[src/rtl/instr_cache_refill.sv]
// rtl/instr_cache_refill.sv - instruction cache line-fill engine
// Fetches one block-aligned line word by word and holds it until the set consumes it.
module instr_cache_refill #(
  parameter int B = 64,
  parameter int A = 32
) (
  input  logic           clk,
  input  logic           reset,
  input  logic           CacheMiss,
  input  logic [A-1:0]   Addr,
  output logic           MemReq,
  output logic [A-1:0]   MemAddr,
  input  logic           MemValid,
  input  logic [31:0]    MemRData,
  output logic [B*8-1:0] RepBlock,
  output logic           RepReady,
  output logic           FillBusy
);

  localparam int W  = B / 4;
  localparam int OW = $clog2(B);
  localparam int CW = $clog2(W);
  localparam int TW = A - OW;

  typedef enum logic [1:0] {IDLE, FILL, DONE} state_t;

  state_t          state_q, state_d;
  logic [TW-1:0]   ltag_q, ltag_d;
  logic [CW-1:0]   cnt_q, cnt_d;
  logic [B*8-1:0]  block_q;
  logic            tag_hit;
  logic            beat;

  assign tag_hit  = (Addr[A-1:OW] == ltag_q);
  assign MemAddr  = {ltag_q, cnt_q, 2'b00};
  assign RepBlock = block_q;
  assign FillBusy = (state_q == FILL);

  always_comb begin
    state_d  = state_q;
    ltag_d   = ltag_q;
    cnt_d    = cnt_q;
    MemReq   = 1'b0;
    RepReady = 1'b0;
    beat     = 1'b0;
    case (state_q)
      IDLE: begin
        if (CacheMiss) begin
          ltag_d  = Addr[A-1:OW];
          cnt_d   = '0;
          state_d = FILL;
        end
      end
      FILL: begin
        MemReq = 1'b1;
        if (MemValid) begin
          beat  = 1'b1;
          cnt_d = cnt_q + CW'(1);
          if (cnt_q == CW'(W - 1)) state_d = DONE;
        end
      end
      DONE: begin
        RepReady = tag_hit;
        if (!CacheMiss) begin
          state_d = IDLE;
        end else if (!tag_hit) begin
          // Redirect to a different line: refetch rather than hand over a stale block.
          ltag_d  = Addr[A-1:OW];
          cnt_d   = '0;
          state_d = FILL;
        end
      end
      default: state_d = IDLE;
    endcase
  end

  always_ff @(posedge clk or posedge reset) begin
    if (reset) begin
      state_q <= IDLE;
      ltag_q  <= '0;
      cnt_q   <= '0;
      block_q <= '0;
    end else begin
      state_q <= state_d;
      ltag_q  <= ltag_d;
      cnt_q   <= cnt_d;
      if (beat) block_q[{cnt_q, 5'b00000} +: 32] <= MemRData;
    end
  end

endmodule

[config.mk]
export PLATFORM = sky130hd
export DESIGN_NAME = instr_cache_refill
export DESIGN_NICKNAME = d
export VERILOG_FILES = /design/src/rtl/instr_cache_refill.sv
export SDC_FILE = /design/constraint.sdc
export NUM_CORES = 1
export LEC_CHECK = 0
export CORE_AREA = 2 2 237 239
export DETAILED_ROUTE_END_ITERATION = 10
export DIE_AREA = 0 0 239 241
export PLACE_DENSITY_LB_ADDON = 0.05
export SETUP_SLACK_MARGIN = 0.15
export SLEW_MARGIN = 20
export SYNTH_ARGS = -nofsm -noshare
export SYNTH_HDL_FRONTEND = slang
export SYNTH_SLANG_ARGS = --single-unit
[constraint.sdc]
create_clock -name clk -period 49.5 [get_ports clk]
set_clock_uncertainty 0.1 [all_clocks]
set_input_delay 9.9 -clock clk [delete_from_list [all_inputs] [get_ports clk]]
set_output_delay 9.9 -clock clk [all_outputs]
set_load 0.03 [all_outputs]
==> impl_metrics.toml, run 1 <==
[clocking]
htreeDepth = 2
clock_path_buffers = 3
numCtsBuffers = 59
root_buffer = "clkbuf_16"
hold_buffers = 0
post_cts_buffers = 0
cts.clk_slew.worst_paths_ns = 0.06
clk_latency_ns = 0.61
cts_tree = "done"
clock-sinks = 544
cts_resized = 0

[finish]
seq_area_sq_um = 13600
area_growth_pct = 41.7
fillers = 4767
num_antenna_cells = 0
fin_nets = 2274
drive_above_1_share = 0.176
multiInputGateArea_sq_um = 6610

[yosys]
yosys_most_used_dff = "dfrtp_1"
synth_cell_types = 42
yosysTopAreaCell = "dfrtp_1"
ys_ff_latch = 544
synthCells = 1638
syn_area_sq_um = 20600
yosysWarnings = 0
syn_avg_cell_area_sq_um = 12.6
synth_most_common_cell = "dfrtp_1"
async_reset_ff_frac = 1.00
synthTopCellsByArea = "dfrtp_1 66%, mux2_2 14%, o21ai_0 6.3%, nand2_1 6.0%, mux2_4 1.3%"
ys_seq_area_frac = 0.660
ys_top_cells_by_count = "544 x dfrtp_1, 327 x nand2_1, 260 x o21ai_0"
synth_edf_count = 0
synth_top_area_share = 0.660

[setup_path]
worst_path_max_delay_cell = "clkdlybuf4s50_1"
worst-path-max-fanout = 3
crit_type = "input pin to primary output"
startpoint_type = "input pin"
slowest_delay_ns = 0.71
worstPathCellList = "clkdlybuf4s50_1 -> xnor2_1 -> nand4_1 -> or4_4 -> or3_2 -> nor2_1 -> clkdlybuf4s50_1"
crit_buf_inv = 2
r2r_cells = 8
cp.arrival_ns = 12.51
crit_cells = 7
cp.required_ns = 39.50
cp_common_cell = "clkdlybuf4s50_1"
crit_path_end_kind = "primary output"
crit_family = "simple AND/OR/NAND/NOR gates"

[detailed_routing]
via_per_inst = 4.97
drc = 0
wl_per_cell_um = 24.4
wl_mm = 72.0
dr_total_vias = 14663
antenna_left = 0
first_iter_violations = 852
firstDrtPassIters = 4

[global_routing]
grt_max_degree = 169
grt_usage = 0.247
grt_antenna_before_repair = 0
global_route.usage.met3 = 0.0763
grt_pass1_wl_mm = 103
grt.overflow.total = 0
grt_pass1_vias = 14794
globalRouteMet1Util = 0.306
grtUsageMet2 = 0.415
busiest_layer = "met2"

[timing]
slew_headroom = 0.247
hold_ws_ns = 0.377
finalSetupViolCount = 0
drv_slew = 0
rsz0062_at_grt = "false"
fin_crit_ns = 22.51
tightest_slew_ns = 1.13
finalHoldViolCount = 0
max_freq_mhz = 44.4
period_share = 0.455
setup_tns_ns = 0

[floorplanning]
start_util = 0.376
row_count = 86
die_area_sq_um = 57600
die-width_um = 239
ios = 615
die_h_um = 241
core_area_sq_um = 54900

[run_status]
status = "finished, final reports clean"

[flow_run]
drv_cap = 0

[placement]
hpwl_mm = 49.9
io_buffers = 606
gp_congestion = 0.802

[power]
peakVddDrop_v = 0.0000421
power_density_nw_per_um2 = 75.9
cellLeakagePower_nw = 12.8

[worst_hold_path]
hold_path.class = "flip-flop to flip-flop"
whs_path_depth = 2
==> worst paths after layout <==
path	from	endpoint	slack, ns
setup / recovery	Addr[9]	RepReady	26.99
min in group asynchronous	reset	RepBlock[411]	9.70
setup reg to reg	cnt_q[1]	RepBlock[286]	45.56
hold / removal	RepBlock[432]	RepBlock[432]	0.38
hold reg to reg	RepBlock[432]	RepBlock[432]	0.38
max in group asynchronous	reset	RepBlock[482]	37.23
==> cell usage in the layout, fill, tap and decap left out, types with 10 or more instances in the layout <==
master	instances
nand2_1	327
xor2_1	10
dfrtp_1	544
buf_4	16
clkdlybuf4s50_1	606
clkbuf_1	18
mux2_2	249
mux2_4	18
clkbuf_16	60
clkbuf_8	14
xnor2_1	18
o21ai_0	260
==> tightest hold or removal path, stage by stage (launching register included) <==
cell	delay, ns
dfrtp_1	0.34
nand2_1	0.05
o21ai_0	0.06
==> cell families after synthesis <==
family                   synth area share
XOR/XNOR                           0.0123
AND/OR/NAND/NOR                    0.0743
AO/OA/AOI/OAI                      0.0695
buffers and inverters              0.0272
flip-flops                          0.660
other                            0.000182
adder cells (fa/ha/maj)           0.00243
multiplexers                        0.154
==> sequential cells by signal, indices dropped and copies added, names as in the netlist <==
name,flops
state_q,2
RepBlock,512
ltag_q,26
cnt_q,4
==> routing by layer <==
layer  vias up  wire length (um)
met1      7442             29400
met3       106              5210
li1       6674                 -
met5         -                 0
met2       441             35300
met4         0              2120
==> where the power goes <==
part	total, mW	internal (mW)	switching (mW)
combinational	1.07	0.421	0.648
clock	0.432	0.253	0.180
sequential	0.716	0.615	0.101
==> layout make-up <==
type,count,share of cell area
timing repair buffer,623,0.212
clock inverter,12,0.00428
tap,704,0.0301
inverter,8,0.00128
sequential,544,0.466
multi-input combinational,966,0.226
clock buffer,92,0.0603
==> stage by stage <==
| stage | power (mW) | std cells | utilization | area [sq um] | setup WS [ns] |
|---|---|---|---|---|---|
| after global routing | 2.32 | 2949 | 0.533 | 29200 | 26.89 |
| after CTS | 2.24 | 2949 | 0.533 | 29200 | 26.96 |
| final | 2.22 | 2949 | 0.533 | 29200 | 26.99 |
| after detailed placement | 1.80 | 2845 | 0.498 | 27300 | 26.98 |
| after global placement | 1.79 | 2845 | 0.498 | 27300 | 26.98 |
| after floorplan | 1.29 | 1639 | - | 20600 | 24.29 |
(Power assumes the default switching activity.)
==> run 2: changes to the inputs <==
- CORE_AREA: 2 2 237 239 -> 2 2 239 241
- DIE_AREA: 0 0 239 241 -> 0 0 241 243
- clock period: 49.5 -> 22 ns (I/O delays scaled with it)
==> run 2 against run 1 <==
  * Hold slack about the same
  * Clock power rose by 130%
  * Sequential cell count stayed put
  * First-iteration DRC count fell by 5.6%
  * Non-clock buffer count unchanged
  * Highest routed layer unchanged
==> impl_metrics.toml, run 2 (same netlist as run 1, synthesis figures left out) <==
[global_routing]
grt_max_degree = 161
grt_usage = 0.247
grt.overflow.total = 0
grt_pass1_wl_mm = 105
grt_pass1_vias = 14945
grt_antenna_before_repair = 0

[clocking]
clock-sinks = 544
clock_path_buffers = 3
root_buffer = "clkbuf_16"
cts_tree = "done"
htreeDepth = 2
post_cts_buffers = 0
hold_buffers = 0
clk_latency_ns = 0.60
cts.clk_slew.worst_paths_ns = 0.06
numCtsBuffers = 59
cts_resized = 0

[floorplanning]
start_util = 0.369
core_area_sq_um = 56000
die-width_um = 241
die_area_sq_um = 58600
row_count = 87
ios = 615
die_h_um = 243

[setup_path]
cp.arrival_ns = 7.02
slowest_delay_ns = 0.70
cp_common_cell = "clkdlybuf4s50_1"
r2r_start = "cnt_q[0]"
reg2reg_to = "RepBlock[478]"
crit_type = "input pin to primary output"
r2r_cells = 7
cp.required_ns = 17.50
worst_path_max_delay_cell = "clkdlybuf4s50_1"
worstPathCellList = "clkdlybuf4s50_1 -> xnor2_1 -> nand4_1 -> or4_4 -> or3_2 -> nor2_1 -> clkdlybuf4s50_1"
crit_path_end_kind = "primary output"
crit_start = "Addr[31]"
worst-path-max-fanout = 3
startpoint_type = "input pin"
reg2reg_slack_ns = 18.15

[flow_run]
drv_cap = 0

[finish]
largest_reg_flops = 512
num_antenna_cells = 0
area_growth_pct = 42.6
final_common_cell = "clkdlybuf4s50_1"
final_cell_mix = "606 x clkdlybuf4s50_1, 544 x dfrtp_1, 327 x nand2_1"
fin_nets = 2274
drive_above_1_share = 0.180

[run_status]
status = "finished, final reports clean"

[worst_hold_path]
hold_path.class = "flip-flop to flip-flop"
holdCritStartpoint = "RepBlock[244]"
whs_endpoint = "RepBlock[244]"
whs_path_depth = 2

[timing]
max_freq_mhz = 86.8
rsz0062_at_grt = "false"
tightest_slew_ns = 1.05
fin_crit_ns = 11.52
slew_headroom = 0.299
finalHoldViolCount = 0
period_share = 0.523
drv_slew = 0
setup_tns_ns = 0
finalSetupViolCount = 0

[placement]
io_buffers = 606
hpwl_mm = 50.4
gp_congestion = 0.784

[detailed_routing]
firstDrtPassIters = 4
wl_per_cell_um = 24.3
first_iter_violations = 804
via_per_inst = 4.88
drc = 0
dr_total_vias = 14665
antenna_left = 0
wl_mm = 73.0

[power]
p_total_mw = 5.04
power_density_nw_per_um2 = 171
peakVddDrop_v = 0.0000956
cellLeakagePower_nw = 12.9
## run 2: cell count changes in the layout (fill, tap and decap cells not counted)
cell,previous run,this run
clkbuf_1,18,11
clkinv_2,8,14
buf_12,1,2
buf_6,0,2
bufinv_16,2,6
clkinv_8,1,0
clkbuf_8,14,13
clkbuf_16,60,59
clkinvlp_4,0,3
buf_4,16,13
## run 2: final cells by class
class	count	area, sq um
inverters	8	37.5
well taps	756	946
multi-input cells	966	6610
flip-flops and latches	544	13600
clock buffers	83	1700
fillers	5053	26500
repair buffers	623	6230
clock inverters	24	282
## run 2: power breakdown
part / leakage [nW] / switching, mW / internal (mW)
clock: 0.978 / 0.409 / 0.604
combinational: 4.72 / 1.47 / 0.952
sequential: 7.16 / 0.226 / 1.38
## run 2: worst max path at each step
stage                              to  depth (start not counted)  slack [ns]
after global routing         RepReady                          7       10.40
after floorplan           RepBlock[0]                          1        2.29
after CTS                    RepReady                          7       10.46
after global placement       RepReady                          7       10.48
after detailed placement     RepReady                          7       10.47
final                        RepReady                          7       10.48
## run 2: worst max-delay path, delay by kind of cell
kind	cells	cell delay (ns)
buf+inv	2	1.19
xor+xnor	1	0.13
simple gates	4	1.29
## run 2: metrics by stage
| step | std cells | area, sq um | worst slack [ns] | hold slack (ns) | utilization |
|---|---|---|---|---|---|
| 5_1_grt | 3004 | 29400 | 10.40 | 0.400 | 0.526 |
| 2_1_floorplan | 1639 | 20600 | 2.29 | 0.430 | - |
| 3_5_place_dp | 2897 | 27400 | 10.47 | 0.369 | 0.490 |
| 6_report | 3004 | 29400 | 10.48 | 0.377 | 0.526 |
| 3_3_place_gp | 2896 | 27400 | 10.48 | 0.361 | 0.490 |
| 4_1_cts | 3004 | 29400 | 10.46 | 0.383 | 0.525 |
## run 2: per-layer routing
metal	part of all wire	vias to the layer above	GRT usage
li1	-	6673	-
met1	0.40	7434	0.303
met2	0.48	452	0.405
met3	0.087	106	0.0894
met4	0.030	0	0.0753
met5	0	-	0
